**src/rtl/nasti_bram_bridge.sv**
```systemverilog
// rtl/nasti_bram_bridge.sv - NASTI (AXI4) burst slave to single-port BRAM bridge
// Optional feature macro: NASTI_BRAM_WRAP_EN (WRAP bursts wrap at (len+1)*2^size; otherwise treated as INCR)
module nasti_bram_bridge #(
   parameter int ADDR_WIDTH      = 64,
   parameter int DATA_WIDTH      = 64,
   parameter int BRAM_ADDR_WIDTH = 64,
   parameter int ID_WIDTH        = 1
) (
   input  logic                       clk,
   input  logic                       rst,
   // write address channel
   input  logic [ID_WIDTH-1:0]        s_nasti_awid,
   input  logic [ADDR_WIDTH-1:0]      s_nasti_awaddr,
   input  logic [7:0]                 s_nasti_awlen,
   input  logic [2:0]                 s_nasti_awsize,
   input  logic [1:0]                 s_nasti_awburst,
   input  logic                       s_nasti_awvalid,
   output logic                       s_nasti_awready,
   // write data channel
   input  logic [DATA_WIDTH-1:0]      s_nasti_wdata,
   input  logic [DATA_WIDTH/8-1:0]    s_nasti_wstrb,
   input  logic                       s_nasti_wlast,
   input  logic                       s_nasti_wvalid,
   output logic                       s_nasti_wready,
   // write response channel
   output logic [ID_WIDTH-1:0]        s_nasti_bid,
   output logic [1:0]                 s_nasti_bresp,
   output logic                       s_nasti_bvalid,
   input  logic                       s_nasti_bready,
   // read address channel
   input  logic [ID_WIDTH-1:0]        s_nasti_arid,
   input  logic [ADDR_WIDTH-1:0]      s_nasti_araddr,
   input  logic [7:0]                 s_nasti_arlen,
   input  logic [2:0]                 s_nasti_arsize,
   input  logic [1:0]                 s_nasti_arburst,
   input  logic                       s_nasti_arvalid,
   output logic                       s_nasti_arready,
   // read data channel
   output logic [ID_WIDTH-1:0]        s_nasti_rid,
   output logic [DATA_WIDTH-1:0]      s_nasti_rdata,
   output logic [1:0]                 s_nasti_rresp,
   output logic                       s_nasti_rlast,
   output logic                       s_nasti_rvalid,
   input  logic                       s_nasti_rready,
   // BRAM port
   output logic                       bram_clk,
   output logic                       bram_rst,
   output logic                       bram_en,
   output logic [DATA_WIDTH/8-1:0]    bram_we,
   output logic [BRAM_ADDR_WIDTH-1:0] bram_addr,
   output logic [DATA_WIDTH-1:0]      bram_wrdata,
   input  logic [DATA_WIDTH-1:0]      bram_rddata
);

   localparam int STRB = DATA_WIDTH / 8;

   localparam logic [1:0] BURST_FIXED = 2'b00;
   localparam logic [1:0] BURST_WRAP  = 2'b10;

   typedef enum logic [2:0] {
      IDLE,
      WR_DATA,
      WR_RESP,
      RD_ISSUE,
      RD_DATA
   } state_t;

   state_t                state, state_nxt;
   logic [ADDR_WIDTH-1:0] cur_addr;
   logic [ADDR_WIDTH-1:0] next_addr;
   logic [ADDR_WIDTH-1:0] step;
   logic [ADDR_WIDTH-1:0] incr_addr;
   logic [7:0]            len_q;
   logic [2:0]            size_q;
   logic [1:0]            burst_q;
   logic [ID_WIDTH-1:0]   id_q;
   logic [7:0]            beat_q;
   logic                  prio_wr;
   logic                  rd_fresh;
   logic [DATA_WIDTH-1:0] rd_hold;

   logic collide, grant_wr, grant_rd, w_hs, r_hs, last_beat;

   // Round-robin only matters on a collision; the pointer flips each time one is resolved
   assign collide   = s_nasti_awvalid && s_nasti_arvalid;
   assign grant_wr  = s_nasti_awvalid && (!s_nasti_arvalid || prio_wr);
   assign grant_rd  = s_nasti_arvalid && !grant_wr;
   assign w_hs      = (state == WR_DATA) && s_nasti_wvalid;
   assign r_hs      = (state == RD_DATA) && s_nasti_rready;
   assign last_beat = (beat_q == len_q);

   assign step      = ADDR_WIDTH'(1) << size_q;
   assign incr_addr = (cur_addr + step) & ~(step - ADDR_WIDTH'(1));

`ifdef NASTI_BRAM_WRAP_EN
   logic [ADDR_WIDTH-1:0] wrap_mask;
   logic [ADDR_WIDTH-1:0] wrap_addr;
   // Wrap window is (len+1)*2^size bytes, aligned to its own size
   assign wrap_mask = ((ADDR_WIDTH'(len_q) + ADDR_WIDTH'(1)) << size_q) - ADDR_WIDTH'(1);
   assign wrap_addr = (cur_addr & ~wrap_mask) | (incr_addr & wrap_mask);
`endif

   // Address of the next beat according to the latched burst type
   always_comb begin
      next_addr = incr_addr;
      if (burst_q == BURST_FIXED) begin
         next_addr = cur_addr;
      end else if (burst_q == BURST_WRAP) begin
`ifdef NASTI_BRAM_WRAP_EN
         next_addr = wrap_addr;
`else
         next_addr = incr_addr;
`endif
      end
   end

   // State register
   always_ff @(posedge clk or posedge rst) begin
      if (rst) state <= IDLE;
      else     state <= state_nxt;
   end

   // Next-state logic
   always_comb begin
      state_nxt = state;
      case (state)
         IDLE: begin
            if (grant_wr)      state_nxt = WR_DATA;
            else if (grant_rd) state_nxt = RD_ISSUE;
         end
         WR_DATA:  if (w_hs && (s_nasti_wlast || last_beat)) state_nxt = WR_RESP;
         WR_RESP:  if (s_nasti_bready) state_nxt = IDLE;
         RD_ISSUE: state_nxt = RD_DATA;
         RD_DATA:  if (r_hs) state_nxt = last_beat ? IDLE : RD_ISSUE;
         default:  state_nxt = IDLE;
      endcase
   end

   // Output decode: handshake readies/valids and single-cycle BRAM strobes
   always_comb begin
      s_nasti_awready = 1'b0;
      s_nasti_arready = 1'b0;
      s_nasti_wready  = 1'b0;
      s_nasti_bvalid  = 1'b0;
      s_nasti_rvalid  = 1'b0;
      s_nasti_rlast   = 1'b0;
      bram_en         = 1'b0;
      bram_we         = '0;
      case (state)
         IDLE: begin
            s_nasti_awready = grant_wr;
            s_nasti_arready = grant_rd;
         end
         WR_DATA: begin
            s_nasti_wready = 1'b1;
            bram_en        = s_nasti_wvalid;
            bram_we        = s_nasti_wvalid ? s_nasti_wstrb : '0;
         end
         WR_RESP:  s_nasti_bvalid = 1'b1;
         RD_ISSUE: bram_en = 1'b1;
         RD_DATA: begin
            s_nasti_rvalid = 1'b1;
            s_nasti_rlast  = last_beat;
         end
         default: ;
      endcase
   end

   // Burst context, beat counter, arbiter pointer and read holding register
   always_ff @(posedge clk or posedge rst) begin
      if (rst) begin
         cur_addr <= '0;
         len_q    <= '0;
         size_q   <= '0;
         burst_q  <= '0;
         id_q     <= '0;
         beat_q   <= '0;
         prio_wr  <= 1'b1;
         rd_fresh <= 1'b0;
         rd_hold  <= '0;
      end else begin
         if (state == IDLE && (grant_wr || grant_rd)) begin
            cur_addr <= grant_wr ? s_nasti_awaddr  : s_nasti_araddr;
            len_q    <= grant_wr ? s_nasti_awlen   : s_nasti_arlen;
            size_q   <= grant_wr ? s_nasti_awsize  : s_nasti_arsize;
            burst_q  <= grant_wr ? s_nasti_awburst : s_nasti_arburst;
            id_q     <= grant_wr ? s_nasti_awid    : s_nasti_arid;
            beat_q   <= '0;
            if (collide) prio_wr <= ~prio_wr;
         end
         if (w_hs || r_hs) begin
            beat_q   <= beat_q + 8'd1;
            cur_addr <= next_addr;
         end
         // BRAM output is only guaranteed on the first cycle after the read strobe
         rd_fresh <= (state == RD_ISSUE);
         if (rd_fresh) rd_hold <= bram_rddata;
      end
   end

   assign s_nasti_rdata = rd_fresh ? bram_rddata : rd_hold;
   assign s_nasti_rid   = id_q;
   assign s_nasti_bid   = id_q;
   assign s_nasti_rresp = 2'b00;
   assign s_nasti_bresp = 2'b00;

   // Out-of-range addresses simply lose their upper bits
   assign bram_addr   = BRAM_ADDR_WIDTH'(cur_addr) & ~BRAM_ADDR_WIDTH'(STRB - 1);
   assign bram_wrdata = s_nasti_wdata;
   assign bram_clk    = clk;
   assign bram_rst    = rst;

endmodule

```
**config.mk**
```make
export PLATFORM = sky130hd
export DESIGN_NAME = nasti_bram_bridge
export DESIGN_NICKNAME = d
export VERILOG_FILES = /design/src/rtl/nasti_bram_bridge.sv
export SDC_FILE = /design/constraint.sdc
export NUM_CORES = 1
export LEC_CHECK = 0
export ABC_AREA = 1
export CAP_MARGIN = 10
export CORE_AREA = 2 2 202 204
export CTS_CLUSTER_SIZE = 24
export DETAILED_ROUTE_END_ITERATION = 12
export DIE_AREA = 0 0 204 206
export PLACE_DENSITY_LB_ADDON = 0.05
export SETUP_SLACK_MARGIN = 0.15
export SYNTH_ARGS = -nofsm -noshare
export SYNTH_HDL_FRONTEND = slang
export SYNTH_SLANG_ARGS = --single-unit
```
**constraint.sdc**
```tcl
create_clock -name clk -period 5 [get_ports clk]
set_clock_uncertainty 0.1 [all_clocks]
set_input_delay 1 -clock clk [delete_from_list [all_inputs] [get_ports clk]]
set_output_delay 1 -clock clk [all_outputs]
set_load 0.01 [all_outputs]
```
* Word level (Yosys, flattened, before mapping)
Index checks and enable logic that the tools add are counted.
** Cells by class
- Add/sub/neg operators :: 3
- Equality and inequality tests :: 10
- Shift operators :: 1
- Multiplexer cells :: 27
- Bitwise operators :: 3
- Reduce and logical (&&, ||, !) cells :: 19
** Operators with widths (number)
- $mux 64 :: 5
- $add 64x64->64 :: 1
- $and 64x64->64 :: 1
- $not 64->64 :: 1
- $shl 1x3->64 const A :: 1
- $sub 64x1->64 const B :: 1
- $mux 8 :: 5
- $mux 3 :: 6
- $pmux 3 s5 :: 1
- $add 8x1->8 const B :: 1
- $eq 8x8->1 :: 1
- $logic_and 1x1->1 :: 7
- $mux 1 :: 7
- $eq 3x2->1 const B :: 2
- $ne 2x2->1 const B :: 3
- $logic_or 1x1->1 :: 4
- $mux 2 :: 2
- $reduce_and 2->1 :: 2
- $reduce_and 4->1 :: 1
- $eq 3x1->1 const B :: 1
- $eq 3x3->1 const B :: 1
- $logic_not 3->1 :: 1
- $ne 3x3->1 const B :: 1
- $logic_not 1->1 :: 2
- 5 further kinds :: 5
** Word-level totals
- Register bits after elaboration :: 155
- Bits of input ports :: 300
- Word-level logic and storage cells :: 73

* Depth between registers and ports, before layout
- Word-level depth :: 9
- Depth in mapped cells :: 19
- Depth with buffers taken out :: 18

==> results by group <==
Layout
  – ANT cells: 0
  – Layout cell share with drive strength beyond 1: 0.09041
  – Fill cells: about 4300
  – Most common cell after layout, fill and taps aside: clkdlybuf4s50_1
  – Final nets: 2131
  – Commonest cells after routing, fill and taps aside: clkdlybuf4s50_1, nand2_1, nor2_1
  – Synth-to-Final Area Change: 35.32%

Die
  – Initial Util: 0.2833
  – Die Height: 206 um
  – Cell Rows: 74
  – Die Area: 42020 sq um
  – Die span in x: 204 um
  – Core area: 40180 sq um
  – Number of I/O pins: between 500 and 600

Setup path
  – Worst endpoint required time: 3.90 ns
  – Critical Path AT: 3.21 ns
  – Worst Path Max Fanout: 2
  – Setup crit end kind: output port
  – Setup CP Type: clk2out
  – Crit start category: clock port

Placed design
  – Number of port buffers: 379
  – GPL Wtd Cong: 0.9299
  – DPL Wire Length: 37.92 mm
  – Pre-CTS setup slack: 0.9512 ns

Outcome
  – Status: finished, final reports clean

Clock tree
  – Post-CTS resize count: 0
  – Worst-skew pair later-pin latency: 0.56 ns
  – Postcts setup bufs: 0
  – Clk pin slew, worst setup/hold paths: approximately 0.070 ns
  – Hold-fix buffers at CTS: 0
  – CTS tree: yes

Synth
  – Post-synthesis sequential area ratio: 0.3409
  – Post-synth design cell area: 11380 sq um
  – Number of synthesized register bits: about 160
  – Yosys synthesis warning count: 0
  – Post-synth EDFFs: 0
  – Post-synth cell types: 46
  – Post-Synthesis Cells: 1595
  – Async S/R FF share, synth: 1.000
  – Syn Area/Cell: 7.136 sq um
  – Main synth FF type: dfrtp_1

STA
  – Final Hold Fails: 0
  – Slew @ Worst Pin: 0.9241 ns
  – Finish-stage setup viols: 0
  – Fin worst setup slack: about 0.69 ns
  – Setup Total Neg Slack: 0 ns
  – RSZ-0062 raised after global routing: false
  – Slew Limit Fails: 0
  – Slew HR: 0.3839

Global route
  – Largest net degree at the start of global routing: 156
  – Leftover overflow at the end of global routing: 0
  – Total Routing Usage GR: 0.2287
  – Vias in the first global route: 11127
  – First-pass GRT wire length: 71.66 mm
  – Initial antenna violation count: 1

Worst hold path
  – Min-delay worst type: reg2reg

Drt
  – Iter 0 DRT Violations: approximately 860
  – Final wirelength: between 40 and 50 mm
  – DRT Pass-1 Iters: 5
  – Via density: 4.812
  – # DRC: 0
  – Vias: between 10000 and 15000
  – Average wire per standard cell: 20.40 um
  – Detail Route Antenna Nets: 0

Power
  – Leakage: 0.006486 uW
  – Max rail drop VDD: 0.0002180 V
  – Sequential share of power: 0.274
  – Sw Share: 0.4581
  – Comb pwr share: 0.571
  – Internal: 5200 uW
  – PD cells: 623.0 nW/um^2
  – Sw Pwr: between 4000 and 5000 uW
  – Clock power share: 0.155

Flow run
  – Max-Cap Viols: 0
stage by stage:
stage / util / area (sq um) / cells / hold slack [ns] / total power [uW]
floorplan: - / 11410 / 1601 / 0.3734 / 5889
global placement: 0.3669 / 14740 / 2333 / 0.3780 / 8150
detailed placement: 0.3669 / 14740 / 2333 / 0.3861 / 8204
CTS: 0.3833 / 15400 / 2368 / 0.4010 / 9708
global route: 0.3833 / 15400 / 2368 / 0.4067 / 10340
finish: 0.3833 / 15400 / 2368 / 0.3972 / 9595
final cells by class:
class,count,area (sq um),area share
inverter,157,595.6,0.03867
clock inverter,12,136.4,0.008855
multi-input combinational,1098,5680,0.3688
timing repair buffer,390,3911,0.2539
tap,532,665.6,0.04322
clock buffer,24,531.8,0.03452
sequential,155,3881,0.2520
registers in the layout (all words and copies together), names as in the netlist:
register / cells
cur_addr: 64
rd_hold: 64
beat_q: 8
len_q: 8
size_q: 3
state: 3
burst_q: 2
prio_wr: 1
rd_fresh: 1
s_nasti_bid: 1
final timing paths:
path,startpoint,to,slack [ns],cells after the start
setup / recovery,clk,bram_clk,0.69,3
hold / removal,rd_hold[14],rd_hold[14],0.40,1
setup reg to reg,size_q[2],cur_addr[34],2.04,13
hold reg to reg,rd_hold[14],rd_hold[14],0.40,1
max in group asynchronous,rst,cur_addr[58],3.10,3
min in group asynchronous,rst,rd_fresh,0.99,3
power by group through the flow:
stage	clock [uW]	combinational, uW	sequential (uW)
3_3_place_gp	20.3	5490	2640
2_1_floorplan	16.5	3590	2280
4_1_cts	1530	5550	2630
3_5_place_dp	20.3	5530	2650
6_report	1480	5480	2630
5_1_grt	1580	6040	2720
worst max-delay path, stage by stage:
cell and delay (ns):
clkbuf_16 0.12, clkbuf_16 0.12, clkdlybuf4s50_1 0.46
cells by family (layout without fill, tap and decap cells):
group,Yosys count,count (layout),share of synthesized area
compound gates,221,221,0.1125
xor+xnor,8,8,0.006156
fa+ha+maj,8,8,0.008794
buf+inv,348,583,0.1636
flops,155,155,0.3409
mux,65,65,0.06420
other cells,1,7,0.0003295
simple gates,789,789,0.3036
synthesized netlist by cell type, types with 2 or more instances:
master | n | area [sq um]
o21ai_1 | 3 | 15.01
nor4_1 | 10 | 62.56
nand3_1 | 118 | 590.6
nand2_1 | 335 | 1257
a21oi_4 | 2 | 32.53
ha_1 | 8 | 100.1
buf_4 | 136 | 1021
dfrtp_1 | 154 | 3854
nor3_1 | 32 | 160.2
nand2_4 | 4 | 45.04
a31oi_1 | 10 | 62.56
inv_2 | 4 | 15.01
or2_2 | 12 | 75.07
nor2_4 | 5 | 56.30
a22oi_1 | 25 | 187.7
o21ai_2 | 4 | 35.03
o211ai_1 | 10 | 75.07
nor2_2 | 2 | 12.51
a21oi_1 | 104 | 520.5
o21ai_0 | 43 | 215.2
o21bai_1 | 2 | 15.01
mux2_2 | 64 | 720.7
xor2_1 | 3 | 26.28
o22ai_1 | 12 | 75.07
nand4_1 | 49 | 306.5
a211oi_1 | 2 | 15.01
nor2_1 | 202 | 758.2
xnor2_1 | 5 | 43.79
nand2_2 | 16 | 100.1
clkbuf_1 | 35 | 131.4
inv_1 | 151 | 566.8
nand3b_1 | 2 | 15.01
buf_6 | 3 | 33.78
buf_2 | 16 | 80.08
per-layer routing:
layer	wire length (um)	part of all wire	global-route usage	up-vias
li1	-	-	-	5566
met1	22640	0.47	0.3163	5317
met2	21170	0.44	0.3564	456
met3	3782	0.078	0.05613	53
met4	701	0.015	0.05823	2
met5	8	0.00017	0	-
Power figures use the tool's default switching activity.
